--- config.mk ---
export PLATFORM = sky130hd
export DESIGN_NAME = skeleton_bus_interconnect
export DESIGN_NICKNAME = d
export VERILOG_FILES = /design/src/rtl/skeleton_bus_interconnect_pkg.sv /design/src/rtl/skeleton_rr_arbiter.sv /design/src/rtl/skeleton_bus_interconnect.sv
export SDC_FILE = /design/constraint.sdc
export NUM_CORES = 1
export LEC_CHECK = 0
export CORE_MARGIN = 2
export CORE_UTILIZATION = 40
export DETAILED_ROUTE_END_ITERATION = 10
export PLACE_DENSITY = 0.83
export SLEW_MARGIN = 0
export SYNTH_ARGS = -nofsm -noshare
export SYNTH_HDL_FRONTEND = slang
export SYNTH_SLANG_ARGS = --single-unit
--- constraint.sdc ---
create_clock -name clk -period 3.3 [get_ports clk]
set_input_delay 0.495 -clock clk [delete_from_list [all_inputs] [get_ports clk]]
set_output_delay 0.495 -clock clk [all_outputs]
set_load 0.02 [all_outputs]
--- src/rtl/skeleton_bus_interconnect_pkg.sv ---
// Purpose: shared constants, address map and FSM state type for the skeleton bus interconnect.
// Latency: n/a (definitions only).
// Backpressure: n/a.
package skeleton_bus_interconnect_pkg;

    localparam int NUM_MASTERS    = 4;
    localparam int NUM_SLAVES     = 2;
    localparam int ADDR_W         = 16;
    localparam int DATA_W         = 16;
    localparam int TIMEOUT_CYCLES = 255;

    // Address map
    localparam int unsigned USB_OFFSET = 35840;
    localparam int unsigned USB_SIZE   = 1024;
    localparam int unsigned RAM_OFFSET = 8192;
    localparam int unsigned RAM_SIZE   = 256;

    localparam int SLV_USB = 0;
    localparam int SLV_RAM = 1;

    // Indexed by slave number (SLV_USB, SLV_RAM)
    localparam int unsigned SLAVE_BASE [NUM_SLAVES] = '{USB_OFFSET, RAM_OFFSET};
    localparam int unsigned SLAVE_SIZE [NUM_SLAVES] = '{USB_SIZE, RAM_SIZE};

    localparam int MIDX_W = $clog2(NUM_MASTERS);
    localparam int SIDX_W = $clog2(NUM_SLAVES);
    localparam int CNT_W  = $clog2(TIMEOUT_CYCLES + 1);

    typedef enum logic [1:0] {IDLE, DECODE, ACCESS, RESP} state_t;

    // base <= addr < base+size, evaluated in 32 bits so base+size cannot wrap
    function automatic logic addr_hit(input logic [ADDR_W-1:0] addr,
                                      input int unsigned base,
                                      input int unsigned size);
        int unsigned a;
        a = 32'(addr);
        return (a >= base) && (a < base + size);
    endfunction

endpackage

--- src/rtl/skeleton_rr_arbiter.sv ---
// Purpose: round-robin pick of the first requester at or after ptr, wrapping modulo NUM_MASTERS.
// Latency: combinational; the pointer register lives in the parent.
// Backpressure: none; gnt_vld is low when no request is present.
// Ports: req (request vector), ptr (search start), gnt_idx (winner), gnt_vld (any request).
module skeleton_rr_arbiter
    import skeleton_bus_interconnect_pkg::*;
(
    input  logic [NUM_MASTERS-1:0] req,
    input  logic [MIDX_W-1:0]      ptr,
    output logic [MIDX_W-1:0]      gnt_idx,
    output logic                   gnt_vld
);

    always_comb begin
        gnt_idx = '0;
        gnt_vld = 1'b0;
        for (int i = 0; i < NUM_MASTERS; i++) begin
            if (!gnt_vld && req[(int'(ptr) + i) % NUM_MASTERS]) begin
                gnt_vld = 1'b1;
                gnt_idx = MIDX_W'((int'(ptr) + i) % NUM_MASTERS);
            end
        end
    end

endmodule

--- src/rtl/skeleton_bus_interconnect.sv ---
// Purpose: shared bus from NUM_MASTERS req/ack masters to NUM_SLAVES mapped slaves, round-robin arbitrated.
// Latency: s_sel 2 cycles after the request is seen in IDLE; m_ack 1 cycle after s_ack (cycle 2 if unmapped).
// Backpressure: masters hold m_req until m_ack; a silent slave is abandoned after TIMEOUT_CYCLES with m_err.
// Ports: clk/rst_n; m_req/m_wr/m_addr/m_wdata in, m_ack/m_err/m_rdata out (master side);
//        s_sel/s_wr/s_addr/s_wdata out, s_ack/s_rdata in (slave side, s_addr is slave-local offset).
module skeleton_bus_interconnect
    import skeleton_bus_interconnect_pkg::*;
(
    input  logic                          clk,
    input  logic                          rst_n,
    input  logic [NUM_MASTERS-1:0]        m_req,
    input  logic [NUM_MASTERS-1:0]        m_wr,
    input  logic [NUM_MASTERS*ADDR_W-1:0] m_addr,
    input  logic [NUM_MASTERS*DATA_W-1:0] m_wdata,
    output logic [NUM_MASTERS-1:0]        m_ack,
    output logic [NUM_MASTERS-1:0]        m_err,
    output logic [DATA_W-1:0]             m_rdata,
    output logic [NUM_SLAVES-1:0]         s_sel,
    output logic                          s_wr,
    output logic [ADDR_W-1:0]             s_addr,
    output logic [DATA_W-1:0]             s_wdata,
    input  logic [NUM_SLAVES-1:0]         s_ack,
    input  logic [NUM_SLAVES*DATA_W-1:0]  s_rdata
);

    state_t              state;
    logic [MIDX_W-1:0]   rr_ptr;
    logic [MIDX_W-1:0]   gnt_idx;
    logic [SIDX_W-1:0]   slv_idx;
    logic [CNT_W-1:0]    to_cnt;

    logic [MIDX_W-1:0]   arb_idx;
    logic                arb_vld;

    logic [ADDR_W-1:0]   gnt_addr;
    logic                dec_hit;
    logic [SIDX_W-1:0]   dec_idx;
    logic [ADDR_W-1:0]   dec_off;

    logic                sel_ack;
    logic [DATA_W-1:0]   sel_rdata;

    skeleton_rr_arbiter u_arb (
        .req     (m_req),
        .ptr     (rr_ptr),
        .gnt_idx (arb_idx),
        .gnt_vld (arb_vld)
    );

    assign gnt_addr  = m_addr[gnt_idx*ADDR_W +: ADDR_W];
    assign sel_ack   = s_ack[slv_idx];
    assign sel_rdata = s_rdata[slv_idx*DATA_W +: DATA_W];

    // First matching range wins; ranges are disjoint in the current map.
    always_comb begin
        dec_hit = 1'b0;
        dec_idx = '0;
        dec_off = '0;
        for (int s = 0; s < NUM_SLAVES; s++) begin
            if (!dec_hit && addr_hit(gnt_addr, SLAVE_BASE[s], SLAVE_SIZE[s])) begin
                dec_hit = 1'b1;
                dec_idx = SIDX_W'(s);
                dec_off = ADDR_W'(32'(gnt_addr) - SLAVE_BASE[s]);
            end
        end
    end

    always_ff @(posedge clk or negedge rst_n) begin
        if (!rst_n) begin
            state   <= IDLE;
            rr_ptr  <= '0;
            gnt_idx <= '0;
            slv_idx <= '0;
            to_cnt  <= '0;
            m_ack   <= '0;
            m_err   <= '0;
            m_rdata <= '0;
            s_sel   <= '0;
            s_wr    <= 1'b0;
            s_addr  <= '0;
            s_wdata <= '0;
        end else begin
            // m_ack/m_err are single-cycle pulses
            m_ack <= '0;
            m_err <= '0;
            case (state)
                IDLE: begin
                    if (arb_vld) begin
                        gnt_idx <= arb_idx;
                        rr_ptr  <= (int'(arb_idx) == NUM_MASTERS - 1) ? '0 : arb_idx + 1'b1;
                        state   <= DECODE;
                    end
                end
                DECODE: begin
                    if (dec_hit) begin
                        s_sel   <= NUM_SLAVES'(1) << dec_idx;
                        s_addr  <= dec_off;
                        s_wr    <= m_wr[gnt_idx];
                        s_wdata <= m_wdata[gnt_idx*DATA_W +: DATA_W];
                        slv_idx <= dec_idx;
                        to_cnt  <= '0;
                        state   <= ACCESS;
                    end else begin
                        m_ack[gnt_idx] <= 1'b1;
                        m_err[gnt_idx] <= 1'b1;
                        m_rdata        <= '0;
                        state          <= RESP;
                    end
                end
                ACCESS: begin
                    to_cnt <= to_cnt + 1'b1;
                    // Ack is tested first so it wins over a coincident timeout
                    if (sel_ack) begin
                        s_sel          <= '0;
                        s_wr           <= 1'b0;
                        m_ack[gnt_idx] <= 1'b1;
                        m_rdata        <= sel_rdata;
                        state          <= RESP;
                    end else if (to_cnt == CNT_W'(TIMEOUT_CYCLES - 1)) begin
                        // This is the TIMEOUT_CYCLES-th cycle with s_sel high
                        s_sel          <= '0;
                        s_wr           <= 1'b0;
                        m_ack[gnt_idx] <= 1'b1;
                        m_err[gnt_idx] <= 1'b1;
                        m_rdata        <= '0;
                        state          <= RESP;
                    end
                end
                RESP: begin
                    to_cnt <= '0;
                    state  <= IDLE;
                end
                default: state <= IDLE;
            endcase
        end
    end

endmodule

==> out/metrics.yaml, run 1 <==
cts.hold.buffers_added: 0
detail_route.wirelength_mm: 13.31
critical-path-slowest-cell: "dfrtp_2"
drt_first_iter_violations: 141
coreArea_mm2: 0.01075
cts_buffers: 9
global_route.overflow_total: 0
multi_input_area_mm2: 0.002371
post_cts_resize_count: 0
dr.pass1.iters: 6
post_dp_cell_area_mm2: 0.006825
cp-start-kind: "flip-flop"
critical_path_class: "reg -> reg"
timing.final.crit_period_ns: 2.897
first_pass_grt_wire_length_mm: 20.65
post-cts-setup-buffers: 0
routed_length_per_instance_um: 18.09
finish.cell_count_without_fillers: 736
timing.setup.tns_ns: 0
die_area_mm2: 0.01177
layout.core_utilization_pct: 65.66
syn2layout_area_growth_pct: 61.58
cp_cell_sequence: "mux4_2 -> ha_1 -> nand2b_1 -> o22ai_1 -> and3_1 -> buf_4 -> o31ai_2 -> buf_4 -> nor3_1 -> a211o_1"
dieWidth_um: 108.5
share_comb_of_total_power_pct: 55.7
main_synth_ff_type: "dfrtp_1"
regToRegStartpoint: "gnt_idx[0]"
max_freq_ghz: 0.3452
finalHoldWorstSlack_ns: 0.2869
cellLeakagePower_nw: 2.947
critical_path.max_stage_delay_ns: 0.61
worst_hold_path_type: "in -> async"
post_synth_edffs: 0
nNetsFinal: 773
vias: 3897
slew-limit-headroom_pct: 38.16
ios: 231
critPathBufInv: 2
finalWeightedCongestion: 0.8438
finalMaxSlewViolations: 0
diodes: 0
tritoncts_clock_tree: "done"
reg2reg_depth: 10
fp-row-count: 38
final_min_period_over_clock_period_pct: 87.78
clock_path_buffers: 2
cp_max_fo: 15
post-place-cells: 720
synth_fp_nets: 544
critical_path_depth: 10
yosys_warnings: 0
clock_insertion_delay_worst_skew_ns: 0.35
worst_path_dominant_cell_family: "flip-flops"
cp-startpoint: "gnt_idx[0]"
mostFrequentLayoutCell: "clkdlybuf4s50_1"
synth_cell_type_count: 50
setup_repair_after_global_routing_missed_its_margin: "no"
power_report.internal_total_mw: 3.170
synth_sequential_area_ratio_pct: 42.41
drv_cap: 0
die_h_um: 108.5
run_status: "finished clean"
setup_violations: 0
crit_path_frequent_cell: "buf_4"
synth.avg_cell_area_um2: 12.06
power_density_mw_per_mm2: 726.5
yosys_register_bits: 74
cts.sinks: 74
layout-drive-gt1-share_pct: 13.26
place_worst_setup_slack_ns: 0.1522
grt_util_all_layers_pct: 23.12
async_reset_ff_share_pct: 100.0
timing.clock.skew_ns: 0.01226
initial_utilization_pct: 40.64
clock_power_share_pct: 15.6
hold_violations: 0
total_switching_power_mw: 1.955
critPathArrivalTime_ns: 3.13
end_kind: "flip-flop"
clock_tree_root_driver_cell: "clkbuf_8"
synth_area_mm2: 0.004367
layout.cells.most_common_list: "clkdlybuf4s50_1, dfrtp_1, nor2_1, mux4_2, mux2_1"
max-vdd-ir-drop_uv: 290.7
power_frac_seq_pct: 28.7
grt_antenna_before_repair: 0
synthesis.instances: 362
fin_area_mm2: 0.007056
drcViolationCount: 0
grt_max_degree: 75
rrSetupSlack_ns: 0.40
timing.final.ws_setup_ns: 0.4031
num-fill-cells: 820
vias_in_the_first_global_route: 4185
clk_pin_slew_worst_paths_ns: 0.08
switching_share_pct: 38.15
viasPerCell: 5.295
h_tree_depth: 3
detailed_place_hpwl_mm: 10.84
worst-endpoint-required_ns: 3.53
area.sequential_mm2: 0.001854
numPortBuffers: 230
drt.antenna.violating_nets: 0
report.power.total_mw: 5.126
worst_slew_pin_slew_ns: 0.9275
## cells by family after synthesis
kind of cell    after synthesis  share of synthesized area, %
compound gates               44                         6.906
xor+xnor                      3                        0.6018
fa+ha+maj                    10                         2.865
buf+inv                      33                         3.467
flops                        74                         42.41
mux                          97                         32.98
simple gates                101                         10.77
## power by group through the flow
stage / clock network, mW / registers, mW / logic, mW
5_1_grt: 0.862 / 1.52 / 3.07
4_1_cts: 0.824 / 1.48 / 2.88
2_1_floorplan: 0 / 1.70 / 1.52
6_report: 0.800 / 1.47 / 2.85
3_3_place_gp: 0 / 1.48 / 2.80
3_5_place_dp: 0 / 1.49 / 2.87
## flip-flops by register name, summed over array words and instances, names as in the netlist, named ones only
register	cells
m_rdata	16
s_addr	16
s_wdata	16
to_cnt	8
m_ack	4
m_err	4
gnt_idx	2
s_sel	2
state	2
rr_ptr	1
s_wr	1
slv_idx	1
## routing by layer
layer	up-vias	wire (um)	GRT usage (%)
met2	181	7354	43.88
met4	0	185	6.044
li1	1796	-	-
met1	1901	4646	24.63
met5	-	0	0
met3	19	1126	7.113
## cell usage after synthesis (7+ instances only)
cell type   n  area (um^2)
nor2_1     34        127.6
ha_1       10        125.1
mux2_2     13        146.4
dfrtp_1    74         1852
a21oi_1     7        35.03
clkbuf_1    9        33.78
buf_2       7        35.03
nand3_1    11        55.05
o21ai_0    12        60.06
mux2i_1    19        190.2
nand2_1    28        105.1
mux2_1     32        360.4
inv_1      11        41.29
mux4_2     33        743.2
nand2b_1    8        50.05
## area by class of cell
class                   instances  share of cell area, %
clock buffers                  12                  2.199
multi-input cells             255                  33.61
repair buffers                239                  33.73
inverters                      12                 0.6384
well taps                     140                  2.483
clock inverters                 4                  1.064
flip-flops and latches         74                  26.28
## path summary, 6_finish.rpt
path                               to
min in group clk           s_addr[13]
hold reg to reg            s_addr[13]
hold / removal             m_rdata[9]
setup / recovery            to_cnt[2]
max in group asynchronous  gnt_idx[0]
setup reg to reg            to_cnt[2]
No activity file was read; power rests on OpenSTA's default activity.
==> inputs of run 2 (changes only) <==
--- a/config.mk
+++ b/config.mk
@@ -7,6 +7,7 @@
 export LEC_CHECK = 0
 export CORE_MARGIN = 2
 export CORE_UTILIZATION = 40
+export CTS_CLUSTER_SIZE = 30
 export DETAILED_ROUTE_END_ITERATION = 10
 export PLACE_DENSITY = 0.83
 export SLEW_MARGIN = 0
==> results of run 2 <==
Same layout as run 1: the final DEF is identical, and so are final timing and power.
==> inputs of run 3 (changes only) <==
--- a/config.mk
+++ b/config.mk
@@ -10,6 +10,7 @@
 export CTS_CLUSTER_SIZE = 30
 export DETAILED_ROUTE_END_ITERATION = 10
 export PLACE_DENSITY = 0.83
+export SKIP_CTS_REPAIR_TIMING = 1
 export SLEW_MARGIN = 0
 export SYNTH_ARGS = -nofsm -noshare
 export SYNTH_HDL_FRONTEND = slang
==> results of run 3 <==
Same layout as run 1: the final DEF is identical, and so are final timing and power.
